`src/rtl/uartrx.sv`:
```
// rtl/uartrx.sv - 8N1 UART receiver: 2-flop synchronizer, mid-bit sampling FSM.
module uartrx #(
    parameter int clk_freq  = 1000000,
    parameter int baud_rate = 9600
) (
    input  logic       clk,
    input  logic       rst,
    input  logic       rx,
    output logic [7:0] rx_data,
    output logic       donerx,
    output logic       frame_err,
    output logic       rx_busy
);
    localparam int BP = clk_freq / baud_rate;
    localparam int HP = BP / 2;
    localparam int CW = (BP > 2) ? $clog2(BP) : 1;
    localparam logic [CW-1:0] BP_LAST = CW'(BP - 1);
    localparam logic [CW-1:0] HP_LAST = CW'(HP - 1);

    typedef enum logic [1:0] {S_IDLE, S_START, S_DATA, S_STOP} state_t;

    logic          rx_meta_q, rxs_q, rxs_prev_q;
    state_t        state_q, state_d;
    logic [CW-1:0] cnt_q, cnt_d;
    logic [2:0]    idx_q, idx_d;
    logic [7:0]    shift_q, shift_d;
    logic [7:0]    rx_data_q, rx_data_d;
    logic          donerx_q, donerx_d;
    logic          frame_err_q, frame_err_d;

    always_ff @(posedge clk or posedge rst) begin
        if (rst) begin
            rx_meta_q   <= 1'b1;
            rxs_q       <= 1'b1;
            rxs_prev_q  <= 1'b1;
            state_q     <= S_IDLE;
            cnt_q       <= '0;
            idx_q       <= '0;
            shift_q     <= '0;
            rx_data_q   <= '0;
            donerx_q    <= 1'b0;
            frame_err_q <= 1'b0;
        end else begin
            rx_meta_q   <= rx;
            rxs_q       <= rx_meta_q;
            rxs_prev_q  <= rxs_q;
            state_q     <= state_d;
            cnt_q       <= cnt_d;
            idx_q       <= idx_d;
            shift_q     <= shift_d;
            rx_data_q   <= rx_data_d;
            donerx_q    <= donerx_d;
            frame_err_q <= frame_err_d;
        end
    end

    always_comb begin
        state_d     = state_q;
        cnt_d       = cnt_q + CW'(1);
        idx_d       = idx_q;
        shift_d     = shift_q;
        rx_data_d   = rx_data_q;
        donerx_d    = 1'b0;
        frame_err_d = 1'b0;
        case (state_q)
            S_IDLE: begin
                // Edge-only start keeps a held-low break from re-triggering.
                cnt_d = '0;
                if (rxs_prev_q && !rxs_q) begin
                    state_d = S_START;
                end
            end
            S_START: begin
                if (cnt_q == HP_LAST) begin
                    cnt_d   = '0;
                    idx_d   = '0;
                    state_d = rxs_q ? S_IDLE : S_DATA;
                end
            end
            S_DATA: begin
                if (cnt_q == BP_LAST) begin
                    cnt_d          = '0;
                    shift_d[idx_q] = rxs_q;
                    idx_d          = idx_q + 3'd1;
                    if (idx_q == 3'd7) begin
                        state_d = S_STOP;
                    end
                end
            end
            S_STOP: begin
                if (cnt_q == BP_LAST) begin
                    cnt_d   = '0;
                    state_d = S_IDLE;
                    if (rxs_q) begin
                        rx_data_d = shift_q;
                        donerx_d  = 1'b1;
                    end else begin
                        frame_err_d = 1'b1;
                    end
                end
            end
            default: begin
                state_d = S_IDLE;
                cnt_d   = '0;
            end
        endcase
    end

    assign rx_data   = rx_data_q;
    assign donerx    = donerx_q;
    assign frame_err = frame_err_q;
    assign rx_busy   = (state_q != S_IDLE);
endmodule

```
`config.mk`:
```
export PLATFORM = sky130hd
export DESIGN_NAME = uartrx
export DESIGN_NICKNAME = d
export VERILOG_FILES = /design/src/rtl/uartrx.sv
export SDC_FILE = /design/constraint.sdc
export NUM_CORES = 1
export LEC_CHECK = 0
export ABC_AREA = 1
export CORE_ASPECT_RATIO = 0.7
export CORE_UTILIZATION = 55
export DETAILED_ROUTE_END_ITERATION = 16
export PLACE_DENSITY = 0.76
export SLEW_MARGIN = 20
export SYNTH_ARGS = -nofsm -noshare
export SYNTH_HDL_FRONTEND = slang
export SYNTH_SLANG_ARGS = --single-unit
```
`constraint.sdc`:
```
create_clock -name clk -period 1.81 [get_ports clk]
set_input_delay 0.2715 -clock clk [delete_from_list [all_inputs] [get_ports clk]]
set_output_delay 0.2715 -clock clk [all_outputs]
set_load 0.005 [all_outputs]
```
* Word-level counts from Yosys, hierarchy flattened
Index checks and enable logic that the tools add are counted.
** Cells by class
- Add/subtract/negate cells :: 2
- Magnitude comparators :: 2
- Eq/ne operators :: 11
- Muxes and demuxes :: 22
- Reduce and logical (&&, ||, !) cells :: 11
** Operators with widths (number)
- $pmux 7 s3 :: 1
- $mux 7 :: 2
- $mux 2 :: 6
- $ne 2x2->1 const B :: 5
- $bwmux 8 :: 1
- $pmux 2 s4 :: 1
- $add 7x1->7 const B :: 1
- $eq 7x6->1 const B :: 1
- $eq 7x7->1 const B :: 1
- $mux 1 :: 7
- $mux 3 :: 2
- $pmux 3 s2 :: 1
- $reduce_and 3->1 :: 2
- $reduce_and 5->1 :: 1
- $eq 2x2->1 const B :: 2
- $lt 3x4->1 const B :: 1
- $reduce_bool 2->1 :: 2
- $add 3x1->3 const B :: 1
- $demux 1 s3 :: 1
- $eq 3x3->1 const B :: 1
- $ge 3x1->1 const B :: 1
- $eq 2x1->1 const B :: 1
- $logic_and 1x1->1 :: 2
- $logic_not 2->1 :: 1
- other kinds (3) :: 3
** Storage, ports and cells
- Register bits after elaboration :: 33
- Output and inout bits :: 11

* Depth between registers and ports, before layout
Gate-level depths: netlist of run 1.
- Depth in word-level cells :: 5
- Mapped depth :: 10

* Worst setup path before layout of run 1
No wires, ideal clock.
- Path type :: reg2reg
- Start point :: register cnt_q[0]
- End point :: register cnt_q[5]
- Library setup time :: 0.072 ns
- Arrival :: 1.301 ns
- Required time :: 1.738 ns
- Setup slack :: 0.438 ns
- Stages on the path, launching flop included :: 9
- Path buffers :: 0
- Clock period less this slack :: 1.372 ns
- Cell sequence :: dfrtp_1 ha_1 nand2_2 nor2_4 nand2_4 inv_4 o21ai_0 inv_1 nor2_1
** Between the ends
- Cells in the longest elaborated chain, start to end :: 3
- Elaborated cells on any way between the ends :: 6
** RTL lines
- start: declaration :: line 24 : logic [CW-1:0] cnt_q, cnt_d;
- start signal: assignment :: line 48 : cnt_q <= cnt_d;
- $add 7x1->7, or another cell as far along :: line 59 : cnt_d = cnt_q + CW'(1);
- $mux 7 (on tied branches) :: line 81, 91, 74
- $pmux 7 s3 (*) :: line 65 : case (state_q)
- net cnt_d[5] :: line 24
The timed path passes the listed nets; every way through them passes the cells marked *.
A chain may end at the register's enable or synchronous reset.

==> results of run 1 <==
-- kinds of logic after synthesis --
group / share of synthesized area
AND/OR/NAND/NOR: 0.2956
flip-flops: 0.5520
buffers and inverters: 0.06494
AO/OA/AOI/OAI: 0.03330
XOR/XNOR: 0.02915
adder cells (fa/ha/maj): 0.02498
-- sequential cells by signal (all words and copies together), names as in the netlist, named ones only --
register,count
shift_q,8
rx_meta_q,1
state_q,1
rx_data,8
rxs_q,1
rxs_prev_q,1
frame_err,1
cnt_q,7
donerx,1
idx_q,3
-- report_power, final --
group	internal [uW]	switching, uW
Sequential	801	78.0
Combinational	140	235
Clock	266	244
-- stage by stage --
stage | cell area [um^2] | util | total power, uW
floorplan | 1503 | - | 1190
global placement | 1672 | 0.6647 | 1253
finish | 1754 | 0.6975 | 1764
detailed placement | 1672 | 0.6647 | 1263
global route | 1754 | 0.6975 | 1870
CTS | 1754 | 0.6975 | 1783
-- worst max-delay path, cell delays in order (launching register included) --
cell and delay [ns]:
dfrtp_1 0.51, nor2_1 0.09, inv_1 0.06, clkdlybuf4s50_1 0.48
-- layer usage --
layer	part of all wire	vias up	global-route usage	wire length, um
li1	-	570	-	-
met3	0.052	4	0.08000	133
met4	0.011	0	0.08444	27
met1	0.53	509	0.2950	1358
met5	0	-	0	0
met2	0.41	25	0.2926	1050
-- worst paths after layout --
path / startpoint / end / cells after the start
setup / recovery: flop / rx_busy / 3
hold / removal: rx_meta_q / rxs_q / 0
setup reg to reg: cnt_q[0] / cnt_q[5] / 8
hold reg to reg: rx_meta_q / rxs_q / 0
max in group asynchronous: rst / rx_meta_q / 3
min in group asynchronous: rst / frame_err / 3
-- cell usage in the layout, fill, tap and decap left out, types with 2 or more instances in the layout --
| cell | n |
|---|---|
| nand3_1 | 17 |
| nor2_4 | 2 |
| ha_1 | 3 |
| xnor2_1 | 2 |
| inv_1 | 18 |
| dfstp_2 | 3 |
| xor2_1 | 3 |
| nand2_4 | 2 |
| nand4_1 | 4 |
| o21ai_0 | 2 |
| clkdlybuf4s50_1 | 13 |
| clkinv_2 | 2 |
| dfrtp_1 | 30 |
| nor2_1 | 14 |
| nand2_1 | 50 |
| clkbuf_8 | 5 |
| o21ai_1 | 7 |
-- cell type report --
cell class / count / area share
clock buffer: 6 / 0.04137
inverter: 21 / 0.04922
sequential: 33 / 0.4729
clock inverter: 2 / 0.005706
timing repair buffer: 14 / 0.07846
multi-input combinational: 113 / 0.3281
tap: 34 / 0.02425
==> results.ini, run 1 <==
[power]
ir_drop_mv = 0.5674
power_density_nw_per_um2 = 1005
power_leakage_uw = 0.0008846

[setup_path]
required_ns = 1.54
arrival_ns = 1.42
critPathMaxFanout = 9
criticalPathCategory = reg2out
critPathCaptureType = output port
start_kind = flop
r2r_slack_ns = 0.29

[cts]
cts.path.max_buffers = 2
htree_levels = 2
clockRootBuffer = clkbuf_8
numCtsBuffers = 5
postCtsHoldBufs = 0
clk_pin_slew_worst_paths_ns = 0.06
postCtsSetupBuffers = 0
clk_latency_ns = 0.28
cts_resized = 0
cts_tree = done
cts.sinks = 33

[synthesis]
synth_common_cells = nand2_1, dfrtp_1, inv_1, nand3_1, nor2_1
ys_seq_area_frac = 0.5520
syn_area_um2 = 1503
synth-async-reset-ratio = 1.000
yosysWarnings = 0
synth-seq-cells = 33
synth_most_common_cell = nand2_1
synth_area_per_cell_um2 = 8.945
syn-num-nets = 174
yosys.area.top_type = dfrtp_1
synth_cells = 168
post_synth_num_cell_types = 25
synth_edf_count = 0
synth_top_area_frac = 0.4996
synthTopCellsByArea = dfrtp_1, nand2_1, nand3_1, dfstp_2, inv_1
ys.flop_type = dfrtp_1

[floorplan]
die_h_um = 45.73
start_util = 0.5975
fp-row-count = 15
io_pins = 14
dieArea_um2 = 2948
core_um2 = 2515
dieWidth_um = 64.48

[routing]
vias_per_cell = 4.969
routedWlPerCell_um = 11.52
drtIter0Drc = 77
drc = 0
num_vias = 1108
first_pass_iters = 4
detail-route-antenna-nets = 0
drt-total-wl_um = 2570

[finish]
area_growth_syn_to_layout_pct = 16.74
ff_latch_area_um2 = 829.5
n_antenna_cell = 0
fin_cells = 223
fill_cells = 202
drive_gt1_frac = 0.1111
multi_input_area_um2 = 575.6
nets = 194

[grt]
grt_pass1_wl_um = 4402
grt_start_max_net_pins = 34
grt_pass1_vias = 981
antenna_found_initial = 0
grt_use_total = 0.2098
gr-total-overflow = 0

[hold_path]
hp-class = reg2reg

[place]
dp_hpwl_um = 1888
io_buffers = 13
dp_slack_ns = 0.2976
gp_congestion = 0.8994
dp_cells = 215

[sta]
slew_headroom = 0.7324
hold_violations = 0
grt_setup_unrepaired = false
setup_violations = 0
finalCritPeriodShare = 0.9366
min_period_ns = 1.695
fin_worst_skew_ns = 0.005260
finalSetupTns_ns = 0
holdWs_ns = 0.3555
timing.final.ws_setup_ns = 0.1147
maxSlewViolCount = 0
max_freq_ghz = 0.5899
worstMarginPinSlew_ns = 0.4014

[status]
status = completed

[flow_run]
cap_violations = 0

(Power assumes the default switching activity.)
==> inputs of run 2 (changes only) <==
--- a/config.mk
+++ b/config.mk
@@ -7,8 +7,10 @@
 export LEC_CHECK = 0
 export ABC_AREA = 1
 export CORE_ASPECT_RATIO = 0.7
+export CORE_MARGIN = 1.5
 export CORE_UTILIZATION = 55
 export DETAILED_ROUTE_END_ITERATION = 16
+export GPL_TIMING_DRIVEN = 0
 export PLACE_DENSITY = 0.76
 export SLEW_MARGIN = 20
 export SYNTH_ARGS = -nofsm -noshare
==> run 2 against run 1 <==
Net effect:
- non-clock buffer count did not move
- power rose by 3.9%
- global-route usage fell by 0.97 points
- clock-buffer cell count rose by 2
- sequential power fell by 2.5%
- clock power rose by 7.5%
- first-iteration DRC count fell by 9.1%
==> results.ini, run 2 (synthesized netlist as in run 1, its figures left out) <==
[setup_path]
required_ns = 1.54  ; about the same
critPathCaptureType = output port
max_stage_delay_ns = 0.43  ; -0.08 ns
cp_cell_sequence = buf_6 -> nor2_1 -> inv_1 -> clkdlybuf4s50_1
critPathMaxFanout = 9  ; unchanged
start_kind = flop
criticalPathCategory = reg2out
arrival_ns = 1.39  ; -0.03 ns
r2r_cells = 8  ; unchanged
slowest_stage = clkdlybuf4s50_1

[status]
status = completed

[floorplan]
core_um2 = 2534  ; +0.75%
dieWidth_um = 65.48  ; +1.6%
die_h_um = 46.73  ; +2.2%
start_util = 0.5931  ; -0.004426
dieArea_um2 = 3060  ; +3.8%
io_pins = 14  ; unchanged
fp-row-count = 15  ; unchanged

[power]
ir_drop_mv = 0.7014  ; +24%
seqPwrFrac = 0.468  ; -0.030
power.share.switching = 0.3085  ; -0.007594
clock_power_share = 0.299  ; +0.010
power_density_nw_per_um2 = 1038  ; +3.3%
switchingPower_uw = 565.5  ; +1.4%
power_leakage_uw = 0.0008853  ; about the same
pwr-share-comb = 0.233  ; +0.021
p_int_uw = 1268  ; +5.1%

[sta]
timing.final.ws_setup_ns = 0.1527  ; +0.03804 ns
finalCritPeriodShare = 0.9156  ; -0.02101
finalSetupTns_ns = 0  ; unchanged
fin_worst_skew_ns = 0.004599  ; -0.0006609 ns
setup_violations = 0  ; unchanged
grt_setup_unrepaired = false
slew_headroom = 0.5587  ; -0.1737
max_freq_ghz = 0.6034  ; +2.3%
min_period_ns = 1.657  ; -0.03804 ns
worstMarginPinSlew_ns = 0.6610  ; +0.2596 ns
maxSlewViolCount = 0  ; unchanged
hold_violations = 0  ; unchanged

[cts]
numCtsBuffers = 5  ; unchanged
htree_levels = 2  ; unchanged
clockRootBuffer = clkbuf_8
clk_latency_ns = 0.28  ; about the same
cts_resized = 0  ; unchanged
cts.sinks = 33  ; unchanged
postCtsHoldBufs = 0  ; unchanged
postCtsSetupBuffers = 0  ; unchanged
clk_pin_slew_worst_paths_ns = 0.06  ; about the same
cts_tree = done
cts.path.max_buffers = 2  ; unchanged

[grt]
gr-total-overflow = 0  ; unchanged
grt_start_max_net_pins = 34  ; unchanged
grt_use_total = 0.2001  ; -0.009706
antenna_found_initial = 0  ; unchanged
grt_pass1_vias = 916  ; -6.6%
grt_pass1_wl_um = 4319  ; -1.9%

[finish]
area_growth_syn_to_layout_pct = 17.49
final_area_um2 = 1765  ; +0.64%
n_antenna_cell = 0  ; unchanged
nets = 194  ; unchanged
mostFrequentLayoutCells = nand2_1, dfrtp_1, inv_1, nand3_1, nor2_1
final_core_util = 0.6968  ; -0.0007220
fill_cells = 216  ; +6.9%
drive_gt1_frac = 0.1111  ; unchanged
final_common_cell = nand2_1

[place]
gp_congestion = 0.8255  ; -8.2%
io_buffers = 13  ; unchanged
dp_hpwl_um = 1904  ; +0.86%
dpl-instance-area_um2 = 1675  ; +0.22%
dp_slack_ns = 0.2853  ; -0.01232 ns

[hold_path]
hp-class = reg2reg
holdPathStages = 0  ; unchanged

[routing]
drtIter0Drc = 70  ; -9.1%
detail-route-antenna-nets = 0  ; unchanged
vias_per_cell = 4.969  ; unchanged
first_pass_iters = 4  ; unchanged
drt-total-wl_um = 2666  ; +3.7%
num_vias = 1108  ; unchanged
drc = 0  ; unchanged
routedWlPerCell_um = 11.96  ; +3.7%

[flow_run]
cap_violations = 0  ; unchanged

[run 2: path summary, 6_finish.rpt]
kind                                 from         end  slack, ns
worst max-delay path                 flop     rx_busy       0.15
worst min-delay path            rx_meta_q       rxs_q       0.35
worst max register to register   cnt_q[0]    cnt_q[5]       0.27
worst min register to register  rx_meta_q       rxs_q       0.35
max in group asynchronous             rst    idx_q[0]       0.97
min in group asynchronous             rst  rx_data[1]       0.41
[run 2: critical path, delay by kind of cell, from the launching register on]
| family | cells | cell delay [ns] |
|---|---|---|
| flip-flops | 1 | 0.37 |
| AND/OR/NAND/NOR | 1 | 0.12 |
| buffers and inverters | 3 | 0.62 |
[run 2: cell type report]
cell class	count	area [um^2]	share of cell area
repair buffers	13	130.1	0.07371
multi-input cells	113	575.6	0.3260
flip-flops and latches	33	829.5	0.4699
clock buffers	8	90.09	0.05103
plain buffers	1	11.26	0.006378
inverters	21	86.33	0.04890
well taps	34	42.54	0.02410
[run 2: power by group through the flow]
| stage | Clock [uW] | Combinational [uW] | Sequential [uW] |
|---|---|---|---|
| final | 548 | 428 | 857 |
| after detailed placement | 0 | 424 | 871 |
| after global routing | 590 | 486 | 865 |
| after global placement | 0 | 413 | 865 |
| after CTS | 561 | 426 | 857 |
| after floorplan | 0 | 332 | 858 |
[run 2: per-stage QoR]
stage | hold slack (ns) | instances | power (uW)
finish | 0.3547 | 223 | 1833
global route | 0.3579 | 223 | 1942
CTS | 0.3567 | 223 | 1845
detailed placement | 0.3479 | 215 | 1295
global placement | 0.3463 | 215 | 1277
floorplan | 0.2760 | 168 | 1190
[run 2: layer usage]
metal,vias up,part of all wire,routed length [um],global-route usage
met2,31,0.42,1126,0.2837
met5,-,0,0,0
met1,503,0.50,1322,0.2868
met3,4,0.070,186,0.05755
li1,570,-,-,-
met4,0,0.012,31,0.1000
